## config.mk

```make
export PLATFORM = sky130hd
export DESIGN_NAME = traffic_display_driver
export DESIGN_NICKNAME = d
export VERILOG_FILES = /design/src/rtl/traffic_display_driver.sv
export SDC_FILE = /design/constraint.sdc
export NUM_CORES = 1
export LEC_CHECK = 0
export CORE_AREA = 2 2 66 68
export CTS_CLUSTER_SIZE = 30
export DETAILED_ROUTE_END_ITERATION = 10
export DIE_AREA = 0 0 68 70
export PLACE_DENSITY = 0.81
export SYNTH_ARGS = -nofsm -noshare
export SYNTH_HDL_FRONTEND = slang
export SYNTH_SLANG_ARGS = --single-unit
```

## constraint.sdc

```tcl
create_clock -name CLK -period 3.3 [get_ports CLK]
set_input_delay 0.33 -clock CLK [delete_from_list [all_inputs] [get_ports CLK]]
set_output_delay 0.33 -clock CLK [all_outputs]
set_load 0.005 [all_outputs]
```

## src/rtl/traffic_display_driver.sv

```systemverilog
// Multiplexed 4-digit countdown display driver with per-frame snapshotting
// and registered traffic lamp outputs.
module traffic_display_driver #(
  parameter int SCAN_DIV = 4,
  parameter bit LZB      = 1'b1
) (
  input  logic       CLK,
  input  logic       R,
  input  logic [3:0] A_Time_H,
  input  logic [3:0] A_Time_L,
  input  logic [3:0] B_Time_H,
  input  logic [3:0] B_Time_L,
  input  logic       A_Light,
  input  logic       B_Light,
  output logic [6:0] SEG,
  output logic [3:0] DIG,
  output logic       A_Green,
  output logic       A_Red,
  output logic       B_Green,
  output logic       B_Red,
  output logic       FRAME
);

  localparam logic [15:0] LAST_CNT = 16'(SCAN_DIV - 1);

  logic [15:0] div_cnt;
  logic [1:0]  idx;
  logic [3:0]  snap [4];
  logic        slot_end;
  logic        frame_end;
  logic [3:0]  cur_digit;
  logic [6:0]  seg_next;
  logic [3:0]  dig_next;

  function automatic logic [6:0] decode(input logic [3:0] d);
    logic [6:0] s;
    case (d)
      4'h0: s = 7'h3F;
      4'h1: s = 7'h06;
      4'h2: s = 7'h5B;
      4'h3: s = 7'h4F;
      4'h4: s = 7'h66;
      4'h5: s = 7'h6D;
      4'h6: s = 7'h7D;
      4'h7: s = 7'h07;
      4'h8: s = 7'h7F;
      4'h9: s = 7'h6F;
      4'hF: s = 7'h00;
      default: s = 7'h40;
    endcase
    return s;
  endfunction

  assign slot_end  = (div_cnt == LAST_CNT);
  assign frame_end = slot_end && (idx == 2'd3);
  assign cur_digit = snap[idx];

  always_ff @(posedge CLK) begin
    if (R) begin
      div_cnt <= '0;
      idx     <= '0;
    end else if (slot_end) begin
      div_cnt <= '0;
      idx     <= idx + 2'd1;
    end else begin
      div_cnt <= div_cnt + 16'd1;
    end
  end

  // Digits are latched once per frame so a frame never mixes old and new values.
  always_ff @(posedge CLK) begin
    if (R) begin
      for (int i = 0; i < 4; i++) snap[i] <= 4'hF;
      FRAME <= 1'b0;
    end else begin
      if (frame_end) begin
        snap[0] <= A_Time_H;
        snap[1] <= A_Time_L;
        snap[2] <= B_Time_H;
        snap[3] <= B_Time_L;
      end
      FRAME <= frame_end;
    end
  end

  // Even slots hold the high digits, which are the only ones zero-blanked.
  always_comb begin
    seg_next = decode(cur_digit);
    dig_next = 4'b0001 << idx;
    if (LZB && !idx[0] && (cur_digit == 4'h0)) seg_next = 7'h00;
    if (div_cnt == 16'd0) begin
      seg_next = 7'h00;
      dig_next = 4'b0000;
    end
  end

  always_ff @(posedge CLK) begin
    if (R) begin
      SEG <= 7'h00;
      DIG <= 4'b0000;
    end else begin
      SEG <= seg_next;
      DIG <= dig_next;
    end
  end

  always_ff @(posedge CLK) begin
    if (R) begin
      A_Green <= 1'b0;
      A_Red   <= 1'b1;
      B_Green <= 1'b0;
      B_Red   <= 1'b1;
    end else begin
      A_Green <= A_Light;
      A_Red   <= ~A_Light;
      B_Green <= B_Light;
      B_Red   <= ~B_Light;
    end
  end

endmodule

```

; After elaboration in Yosys (flattened, before gate mapping)
; Memories as Yosys holds them, arrays and structs flattened. A register that Yosys moved wholly into a read port is not among the register bits.
; Index checks and enable logic that the tools add are counted.
[op_classes]
n_addsub = 2
eq_ne = 2
shift = 1
n_mux = 11
bitwise_logic = 6
reduce_logical = 8
[ops]
columns = cell, n
row1 = $add 16x1->16 const B, 1
row2 = $eq 16x2->1 const B, 1
row3 = $logic_not 16->1, 1
row4 = $mux 4, 4
row5 = $mux 1, 5
row6 = $logic_not 4->1, 1
row7 = $mux 2, 2
row8 = $or 1x1->1, 4
row9 = $reduce_or 2->1, 2
row10 = $shl 1x2->4 const A, 1
row11 = $reduce_or 3->1, 1
row12 = $add 2x1->2 const B, 1
row13 = $eq 2x2->1 const B, 1
row14 = $logic_and 1x1->1, 2
row15 = $not 1->1, 2
row16 = $logic_not 1->1, 1
[word_totals]
register_bits = 27
mem_bits_rw = 16
rom_bits = 112
input_bits = 20
out_inout_bits = 16
elab_cells = 40
memories = 2
[mem_list]
columns = memory, depth, word_bits, rd, rd_clocked_by_memory_dff, wr, line
row1 = (no name shown), 16, 7, 1, 1, 0, 37  ; case (d)
row2 = snap, 4, 4, 1, 1, 4, 28  ; logic [3:0] snap [4];

; Logic depth before layout (Yosys ltp)
; Gate-level depths: netlist (run 1).
[depth]
word_depth = 6
ltp_mapped = 7
mapped_depth_nobuf = 7

; Least setup slack after synthesis (run 1)
; OpenSTA, ideal clock, no wires.
[synth_timing]
kind = register to register
from = reg (tool-made name)
to = reg SEG[5]
setup_ns = 0.130
arrival_time_ns = 2.107
required_ns = 3.170
slack_ns = 1.063
stages_incl_launch_ff = 8
path_buffers = 0
synth_period_minus_slack_ns = 2.237
path_cell_list = dfxtp_1 mux4_2 inv_1 ha_1 inv_1 or4_1 o2111ai_1 nor2_1
[synth_rtl]
columns = element, line
row1 = to (decl), 15  ; output logic [6:0] SEG,

==> impl_metrics.csv, run 1 <==
group,metric,value,unit
clock_network,clock_path_buffers,2,
clock_network,cts_tree,"yes",
cells_and_area,final_nets,266,
sta,rsz0062_at_grt,"no",
place,port_buffers,35,
sta,min_period_over_period,74.67,%
sta,worst_slew_pin_slew,651.1,ps
floorplan,dieArea,0.004760,sq mm
yosys,syn_inst,199,
sta,max_freq,405.8,MHz
grt,first_global_vias,1366,
yosys,syn_nets,228,
yosys,synth-main-ff-cell,"dfxtp_1",
clock_network,hold_buffers,0,
yosys,synth.area.top_cells,"dfxtp_1 33%, edfxtp_1 22%, ha_1 5.1%, mux4_2 4.1%, nor2_1 3.8%",
setup_path,crit_path_max_fanout,5,
place,hpwl,2527,microns
clock_network,cts-root-buf,"clkbuf_8",
clock_network,clock-sinks,52,
sta,clock_skew,7.956,ps
power_and_ir_drop,static-leakage-power,0.0009421,uW
place,placed_cell_area,0.002580,sq mm
detailed_routing,routed_wl,3537,microns
clock_network,clk_latency,310,ps
yosys,seq_area_frac_synth,54.89,%
detailed_routing,drc_errors,0,
setup_path,cp-start-kind,"flip-flop",
min_path,hold-path-endpoint,"div_cnt[15]",
detailed_routing,drtIter0Drc,109,
detailed_routing,wl_per_cell,12.20,microns
clock_network,cts_buffers,5,
job,drv_cap,0,
yosys,yosys_warnings,0,
sta,finalSetupViolCount,0,
sta,finalMaxSlewViolations,0,
place,gp_congestion,0.7903,
cells_and_area,final_area,0.002691,sq mm
setup_path,end_kind,"flip-flop",
grt,overflow,0,
cells_and_area,mostFrequentLayoutCell,"dfxtp_1",
cells_and_area,syn_to_final_growth,22.98,%
yosys,synth_seq_cells,52,
detailed_routing,ant_nets,0,
grt,grt_pass1_wl,6154,microns
grt,antenna_found_initial,0,
clock_network,clk_pin_slew,90,ps
setup_path,r2r_cells,7,
detailed_routing,vias_per_cell,5.052,
yosys,yosys.area.top_type,"dfxtp_1",
floorplan,initial_core_util,52.81,%
setup_path,crit_arrival,2650,ps
clock_network,cts.repair.resized,0,
setup_path,r2r_slack,840,ps
yosys,synth_top_area_share,32.93,%
clock_network,ctsHtreeMaxLevel,2,
sta,hold_violations,0,
clock_network,cts_setup_buffers,0,
floorplan,rows,24,
yosys,synth_edf_count,16,
run_status,outcome,"complete, no violations",
floorplan,ioPinCount,36,
min_path,min_from,"div_cnt[15]",
yosys,ys_async_sr_fraction,0,%
power_and_ir_drop,p_per_area,439.9,mW/mm^2
detailed_routing,dr_total_vias,1465,
floorplan,fp.dieW,68,microns
cells_and_area,final_cell_mix,"36 x dfxtp_1, 35 x clkdlybuf4s50_1, 22 x nor2_1",
floorplan,core_area,0.004144,sq mm
min_path,hold_depth,2,
power_and_ir_drop,peakVddDrop,0.3362,mV
setup_path,r2r-end,"SEG[5]",
cells_and_area,drive_gt1_share,10.92,%
yosys,synth.distinct_cells,37,
grt,grt_usage,17.09,%
detailed_routing,drtPass1Iterations,4,
cells_and_area,diodes,0,
yosys,syn_avg_cell_area,11.00,sq um
floorplan,die_h,70,microns
setup_path,crit_type,"flip-flop to flip-flop",
grt,grt_max_degree,18,
sta,max_slew_margin,56.49,%
setup_path,crit_required,3490,ps
yosys,syn_area,0.002188,sq mm
sta,period_needed,2464,ps
min_path,hold_class,"flip-flop to flip-flop",
sta,tns,0,ps
where the power goes:
part	switching, uW	internal, uW
Combinational	31.2	41.9
Clock	206	225
Sequential	12.6	668
Total	250	934
worst max path at each step:
stage                     slack (ps)       from     end
after CTS                        820  flip-flop  SEG[5]
after global placement           960  flip-flop  SEG[5]
final                            840  flip-flop  SEG[5]
after floorplan                 1060  flip-flop  SEG[5]
after global routing             680  flip-flop  SEG[5]
after detailed placement         860  flip-flop  SEG[5]
registers in the layout (all words and copies together) (netlist names), named ones only:
signal and count:
A_Green 1, A_Red 1, idx 2, B_Red 1, FRAME 1, DIG 4
B_Green 1, SEG 7, snap 16, div_cnt 16
cell families after synthesis:
kind of cell	synth area share, %
adders and majority gates	5.146
DFF	54.89
muxes	5.089
buffers and inverters	3.831
and+or+nand+nor	21.67
xor gates and xnor gates	5.203
AOI/OAI and AO/OA	4.174
synth_stat cells, drive strengths merged, types with 2 or more instances:
cell	n
dfxtp	36
nand2	8
clkbuf	2
nand3	5
edfxtp	16
nand4	5
a21oi	7
nor2	22
nor3b	4
xnor2	8
or3	2
nor4	4
and4	2
buf	2
xor2	5
mux4	4
nor3	6
ha	9
o21ai	4
inv	16
or2	19
metrics by stage:
step                      util (%)  total power [uW]  hold WS [ps]  setup slack, ps  cells
final                        64.95              1184         500.5            836.0    290
after global routing         64.95              1230         531.1            682.7    290
after CTS                    64.95              1195         497.8            823.7    290
after detailed placement     62.26             769.5         487.0            858.8    282
after global placement       62.26             765.7         472.4            955.8    282
after floorplan                  -             726.5         402.4             1063    199
final cells by class:
cell class	count	area (sq um)
Multi-Input combinational cell	127	903.4
Clock buffer	5	68.82
Tap cell	52	65.06
Clock inverter	3	42.54
Timing Repair Buffer	35	350.3
Inverter	16	60.06
Fill cell	343	1453
Sequential cell	52	1201
critical path: stages (launching register included):
cell and delay [ps]:
dfxtp_1 470, mux4_2 600, inv_1 150, ha_1 180
inv_1 60, or4_1 550, o2111ai_1 250, nor2_1 90
layer usage:
metal	routed length, microns	GRT usage [%]	share of wire, %
met5	0	0	0
met4	83	7.556	2.3
met3	143	5.153	4.0
met2	1614	25.67	46
met1	1695	22.54	48
No activity file was read; power rests on OpenSTA's default activity.
==> inputs of run 2 (changes only) <==
- CORE_AREA: 2 2 66 68 -> 2 2 68 70
- DIE_AREA: 0 0 68 70 -> 0 0 70 72
- PLACE_DENSITY: 0.81 -> 0.77
- clock period: 3.3 -> 2.51 ns (I/O delays scaled with it)
==> impl_metrics.csv, run 2 (synthesis gave the netlist of run 1 again) <==
group,metric,value,unit
grt,overflow,0,
power_and_ir_drop,p_per_area,537.6,mW/mm^2
clock_network,clk_latency,300,ps
clock_network,cts_buffers,5,
clock_network,ctsHtreeMaxLevel,2,
grt,grt_pass1_wl,6265,microns
detailed_routing,drtIter0Drc,58,
clock_network,clock-sinks,52,
setup_path,crit_path_max_fanout,5,
sta,min_period_over_period,89.74,%
place,hpwl,2607,microns
floorplan,ioPinCount,36,
grt,grt_max_degree,18,
setup_path,crit_required,2690,ps
power_and_ir_drop,power.total,1444,uW
clock_network,cts-root-buf,"clkbuf_8",
setup_path,crit_arrival,2440,ps
place,port_buffers,35,
detailed_routing,drc_errors,0,
setup_path,cp-start-kind,"flip-flop",
setup_path,crit_type,"flip-flop to flip-flop",
cells_and_area,syn_to_final_growth,22.76,%
sta,finalSetupViolCount,0,
sta,hold_violations,0,
floorplan,core_area,0.004264,sq mm
sta,worst_slew_pin_slew,485.4,ps
sta,tns,0,ps
clock_network,cts_tree,"yes",
place,placed_cell_area,0.002595,sq mm
cells_and_area,reg_top3,"div_cnt: 16 flops, snap: 16 flops, SEG: 7 flops",
floorplan,fp.dieW,70,microns
floorplan,rows,24,
grt,antenna_found_initial,0,
detailed_routing,drtPass1Iterations,4,
run_status,outcome,"complete, no violations",
sta,fin_hold_ws,476.0,ps
floorplan,dieArea,0.005040,sq mm
sta,finalMaxSlewViolations,0,
sta,clock_skew,8.059,ps
cells_and_area,drive_gt1_share,12.08,%
grt,first_global_vias,1366,
sta,rsz0062_at_grt,"no",
sta,max_slew_margin,67.30,%
power_and_ir_drop,static-leakage-power,0.0009359,uW
clock_network,cts_setup_buffers,0,
detailed_routing,dr_total_vias,1479,
sta,max_freq,444.0,MHz
grt,grt_usage,15.70,%
job,drv_cap,0,
cells_and_area,final_core_utilization,63.00,%
floorplan,die_h,72,microns
detailed_routing,routed_wl,3544,microns
place,gp_congestion,0.7534,
detailed_routing,ant_nets,0,
setup_path,end_kind,"flip-flop",
floorplan,initial_core_util,51.32,%
power_and_ir_drop,peakVddDrop,0.3584,mV
min_path,hold_class,"input pin to flip-flop",
clock_network,clk_pin_slew,90,ps
cells_and_area,final_area,0.002686,sq mm
sta,period_needed,2252,ps
detailed_routing,vias_per_cell,5.065,
cells_and_area,final_nets,268,
cells_and_area,fill_cells,378,
detailed_routing,wl_per_cell,12.14,microns
cells_and_area,diodes,0,
clock_network,clock_path_buffers,2,
cells_and_area,final_cell_mix,"35 x dfxtp_1, 35 x clkdlybuf4s50_1, 22 x nor2_1",
==> run 2: routing by layer <==
metal | track usage (%) | up-vias | routed length [microns]
met5 | 0 | - | 0
met4 | 5.769 | 0 | 27
met3 | 3.889 | 2 | 149
met2 | 24.44 | 35 | 1596
met1 | 21.52 | 675 | 1770
li1 | - | 767 | -
==> run 2: what timing repair did <==
item                                    CTS  global route
hold endpoints to repair                  0             0
endpoints found under the setup margin    0             5
gates resized for setup                   0             2
hold buffers                              0             0
==> run 2: cell type report <==
class / instances / area, sq um / area share, %
multi-input cells: 127 / 909.6 / 33.86
inverters: 16 / 60.06 / 2.236
clock inverters: 2 / 11.26 / 0.4192
flip-flops and latches: 52 / 1202 / 44.76
well taps: 52 / 65.06 / 2.422
repair buffers: 37 / 365.4 / 13.60
clock buffers: 6 / 72.57 / 2.701
==> run 2: power breakdown <==
part           internal [uW]  total, uW  switching [uW]  leakage (uW)
clock                    194        448             255     0.0000388
combinational           57.5        101            43.1      0.000496
sequential               878        895            17.1      0.000401
==> run 2: critical path, stage by stage, from the launching register on <==
cell       delay [ps]
dfxtp_2           400
mux4_2            570
inv_1             150
ha_1              180
inv_1              50
or4_1             550
o2111ai_2         160
a21oi_1            80
==> run 2: per-stage QoR <==
step | setup slack [ps] | instances
global route | 94.46 | 292
floorplan | 273.3 | 199
CTS | 89.51 | 292
global placement | 188.6 | 284
finish | 257.6 | 292
detailed placement | 97.34 | 284
==> run 2: worst paths after layout <==
path | startpoint | to | slack (ps) | depth (start not counted)
setup / recovery | flip-flop | SEG[2] | 260 | 7
hold reg to reg | div_cnt[15] | div_cnt[15] | 490 | 2
setup reg to reg | flip-flop | SEG[2] | 260 | 7
hold / removal | A_Light | A_Red | 480 | 2
==> patch 1: new RTL, config.mk and constraints of run 1 <==
`LZB`: 1'b1 -> 1'b0.
--- a/src/rtl/traffic_display_driver.sv
+++ b/src/rtl/traffic_display_driver.sv
@@ -2,7 +2,7 @@
 // and registered traffic lamp outputs.
 module traffic_display_driver #(
   parameter int SCAN_DIV = 4,
-  parameter bit LZB      = 1'b1
+  parameter bit LZB      = 1'b0
 ) (
   input  logic       CLK,
   input  logic       R,
Check against the original RTL: not equivalent (a bounded check fails within 4 cycles, from zero or initial values).
==> patch 1 against run 1 <==
  * Total power down 6.5%
  * Sequential cell count unchanged
  * Routed wire length down 0.93%
  * Worst setup slack better by 560 ps
  * Critical path depth down 3
  * Maximum frequency up 29%
  * Worst hold slack worse by 28 ps
  * Synthesized area up 1.9%
  * Non-clock buffer count unchanged
  * Final area down 0.74%
  * Critical endpoint is now snap[2][1]
  * Largest power group unchanged
  * Highest routed layer unchanged
==> patch 1: results <==
export IMPL_synth_xor_area_share_pct=4.711
export IMPL_slew_headroom_pct=68.00
export IMPL_cp_data_arrival_time_ps=1970
export IMPL_synth_cell_types=40
export IMPL_synthTopCellsByCount="dfxtp_1, nor2_1, edfxtp_1, a21oi_1, inv_1"
export IMPL_nClkBuffers=6
export IMPL_initial_utilization_pct=53.83
export IMPL_grt_pass1_wl_um=6072
export IMPL_multi_input_gates=128
export IMPL_outcome="finished, final reports clean"
export IMPL_gp_congestion=0.7728
export IMPL_placed_cell_area_sq_mm=0.002587
export IMPL_syn_nets=231
export IMPL_seq_area_share_pct=44.96
export IMPL_nFlopsAndLatches=52
export IMPL_fin_skew_ps=6.458
export IMPL_clk_share_pct=3.138
export IMPL_dp_cells=280
export IMPL_cp_max_fo=17
export IMPL_netlist_top_cells_area="dfxtp_1, edfxtp_1, ha_1"
export IMPL_vias=1456
export IMPL_avgSynthCellArea_sq_um=11.04
export IMPL_power_total_mw=1.107
export IMPL_peakVddDrop_mv=0.1726
export IMPL_synth_compound_area_share_pct=6.898
export IMPL_fin_util_pct=64.46
export IMPL_power_internal_mw=0.8600
export IMPL_n_fill_cell=335
export IMPL_cpPeakStageDelay_ps=380
export IMPL_muxShareOfSynthArea_pct=4.487
export IMPL_nets=264
export IMPL_stdcell_area_sq_mm=0.002671
export IMPL_non_clock_inverter_count=13
export IMPL_wl_per_cell_um=12.17
export IMPL_instances_no_fill=288
export IMPL_grt_pass1_vias=1390
export IMPL_pwr_share_clk_pct=31.7
export IMPL_layout_drive_gt1_share_pct=12.29
export IMPL_post_place_ws_ps=1389
export IMPL_dpl_hpwl_um=2527
export IMPL_synth_seq_area_share_pct=53.84
export IMPL_dr_first_iter_drc_count=84
export IMPL_multi_input_area_sq_um=922.1
export IMPL_p_leak_nw=0.9405
export IMPL_synth_top_area_share_pct=32.31
export IMPL_buf_share_pct=13.11
export IMPL_synthAdderAreaFrac_pct=5.048
export IMPL_track_usage_pct=16.82
## patch 1: cell types whose count changed after synthesis, sizes merged, moves of 3 or more
cell,run 1,this run
a21oi,7,12
or2,19,16
nor2,22,19
xor2,5,11
inv,16,13
buf,2,7
o21ai,4,7
a21o,0,3
xnor2,8,1
nor3,6,2
## patch 1: final timing paths
kind | startpoint | to | slack (ps) | cells past startpoint
worst max-delay path | div_cnt[6] | snap[2][1] | 1390 | 4
worst min-delay path | div_cnt[0] | div_cnt[0] | 470 | 1
worst max register to register | div_cnt[6] | snap[2][1] | 1390 | 4
worst min register to register | div_cnt[0] | div_cnt[0] | 470 | 1
## patch 1: metal layers
layer / global-route usage [%] / vias up / share of wire (%)
met3: 4.670 / 6 / 5.3
met1: 22.54 / 658 / 46
met5: 0 / - / 0
met4: 6.667 / 0 / 1.7
li1: - / 755 / -
met2: 25.57 / 37 / 47
==> patch 2: new RTL, flow settings as in run 1 <==
Made on the original files. Register the input `R` before use. The logic sees it one clock later. The other inputs are not delayed to match.
--- a/src/rtl/traffic_display_driver.sv
+++ b/src/rtl/traffic_display_driver.sv
@@ -22,6 +22,12 @@
 );
 
   localparam logic [15:0] LAST_CNT = 16'(SCAN_DIV - 1);
+
+  logic R_q;
+
+  always_ff @(posedge CLK) begin
+    R_q <= R;
+  end
 
   logic [15:0] div_cnt;
   logic [1:0]  idx;
@@ -56,7 +62,7 @@
   assign cur_digit = snap[idx];
 
   always_ff @(posedge CLK) begin
-    if (R) begin
+    if (R_q) begin
       div_cnt <= '0;
       idx     <= '0;
     end else if (slot_end) begin
@@ -69,7 +75,7 @@
 
   // Digits are latched once per frame so a frame never mixes old and new values.
   always_ff @(posedge CLK) begin
-    if (R) begin
+    if (R_q) begin
       for (int i = 0; i < 4; i++) snap[i] <= 4'hF;
       FRAME <= 1'b0;
     end else begin
@@ -95,7 +101,7 @@
   end
 
   always_ff @(posedge CLK) begin
-    if (R) begin
+    if (R_q) begin
       SEG <= 7'h00;
       DIG <= 4'b0000;
     end else begin
@@ -105,7 +111,7 @@
   end
 
   always_ff @(posedge CLK) begin
-    if (R) begin
+    if (R_q) begin
       A_Green <= 1'b0;
       A_Red   <= 1'b1;
       B_Green <= 1'b0;
Function: changed (Yosys sat finds a counterexample within 4 cycles, from zero or initial values).
==> patch 2 against run 1 <==
  * Non-clock buffer count did not move
  * Critical path depth stayed put
  * Largest power group unchanged
  * Critical path type unchanged
  * Total power fell by 4.4%
  * Combinational power decreased by 2%
  * Synthesized area is 1.0% higher
  * Sequential cell count increased by 1
  * Maximum frequency up 1.1%
  * Clock skew increased by 1.1 ps
  * Worst setup slack better by 26 ps
  * Final area is essentially flat
  * Sequential share of layout area increased by 0.72 points
  * Routed wire length grew 4.0%
  * Via count increased by 3.3%
==> patch 2: results <==
export IMPL_outcome="finished, final reports clean"
export IMPL_slew_headroom_pct=54.54
export IMPL_r2r_end="SEG[0]"
export IMPL_synth_cell_types=36
export IMPL_sequentialPowerShare_pct=61.3
export IMPL_nClkBuffers=8
export IMPL_power_frac_comb_pct=6.4
export IMPL_p_sw_share_pct=21.07
export IMPL_layout_drive_gt1_share_pct=10.04
export IMPL_synth_seq_area_share_pct=55.23
export IMPL_clk_share_pct=3.346
export IMPL_n_fill_cell=339
export IMPL_nets=267
export IMPL_min_path_type="input pin to register"
export IMPL_grt_pass1_wl_um=6299
export IMPL_placed_cell_area_sq_mm=0.002603
export IMPL_vias=1514
export IMPL_peakVddDrop_mv=0.3497
export IMPL_whs_endpoint="R_q"
export IMPL_synthTopCellsByCount="dfxtp_1, nor2_1, edfxtp_1, inv_1"
export IMPL_avgSynthCellArea_sq_um=11.05
export IMPL_syn_nets=229
export IMPL_synth_xor_area_share_pct=5.150
export IMPL_grt_pass1_vias=1410
export IMPL_synth_compound_area_share_pct=3.792
export IMPL_min_delay_start="R"
export IMPL_muxShareOfSynthArea_pct=5.490
export IMPL_fin_skew_ps=9.073
export IMPL_buf_share_pct=13.01
==> patch 2: how the worst max path moves through the flow <==
stage / start / endpoint / slack, ps / cells after the start
6_report: register / SEG[0] / 860 / 7
5_1_grt: register / SEG[0] / 700 / 7
4_1_cts: register / SEG[0] / 850 / 7
3_5_place_dp: register / SEG[0] / 850 / 7
3_3_place_gp: register / SEG[5] / 970 / 7
2_1_floorplan: register / SEG[5] / 1070 / 7
==> patch 2: metal layers <==
layer  GRT usage (%)  part of all wire (%)  vias up
met2           26.11                    46       38
li1                -                     -      766
met1           24.23                    48      703
met3           3.865                   4.2        7
met4           7.111                   1.9        0
met5               0                     0        -
==> patch 2: per-stage QoR <==
| step | utilization, % | setup slack (ps) | std cells | power, mW | hold WS, ps |
|---|---|---|---|---|---|
| after global routing | 64.98 | 701.6 | 291 | 1.176 | 475.0 |
| after detailed placement | 62.80 | 853.3 | 283 | 0.7812 | 489.9 |
| final | 64.98 | 861.6 | 291 | 1.132 | 468.2 |
| after CTS | 64.98 | 845.9 | 291 | 1.140 | 461.5 |
| after global placement | 62.80 | 967.7 | 283 | 0.7791 | 475.7 |
| after floorplan | - | 1070 | 200 | 0.7403 | 357.7 |
==> patch 2: worst max-delay path: stages, from the launching register on <==
cell and delay, ps:
dfxtp_1 460, mux4_2 590, inv_1 160, ha_1 180
inv_1 60, or4_1 540, o2111ai_1 240, a21oi_1 80
==> patch 2: kinds of logic (layout without fill, tap and decap cells) <==
| kind of cell | Yosys count | count (layout) |
|---|---|---|
| adders and majority gates | 9 | 9 |
| AOI/OAI and AO/OA | 14 | 14 |
| xor gates and xnor gates | 13 | 13 |
| buffers and inverters | 20 | 59 |
| and+or+nand+nor | 84 | 84 |
| DFF | 53 | 53 |
| muxes | 7 | 7 |
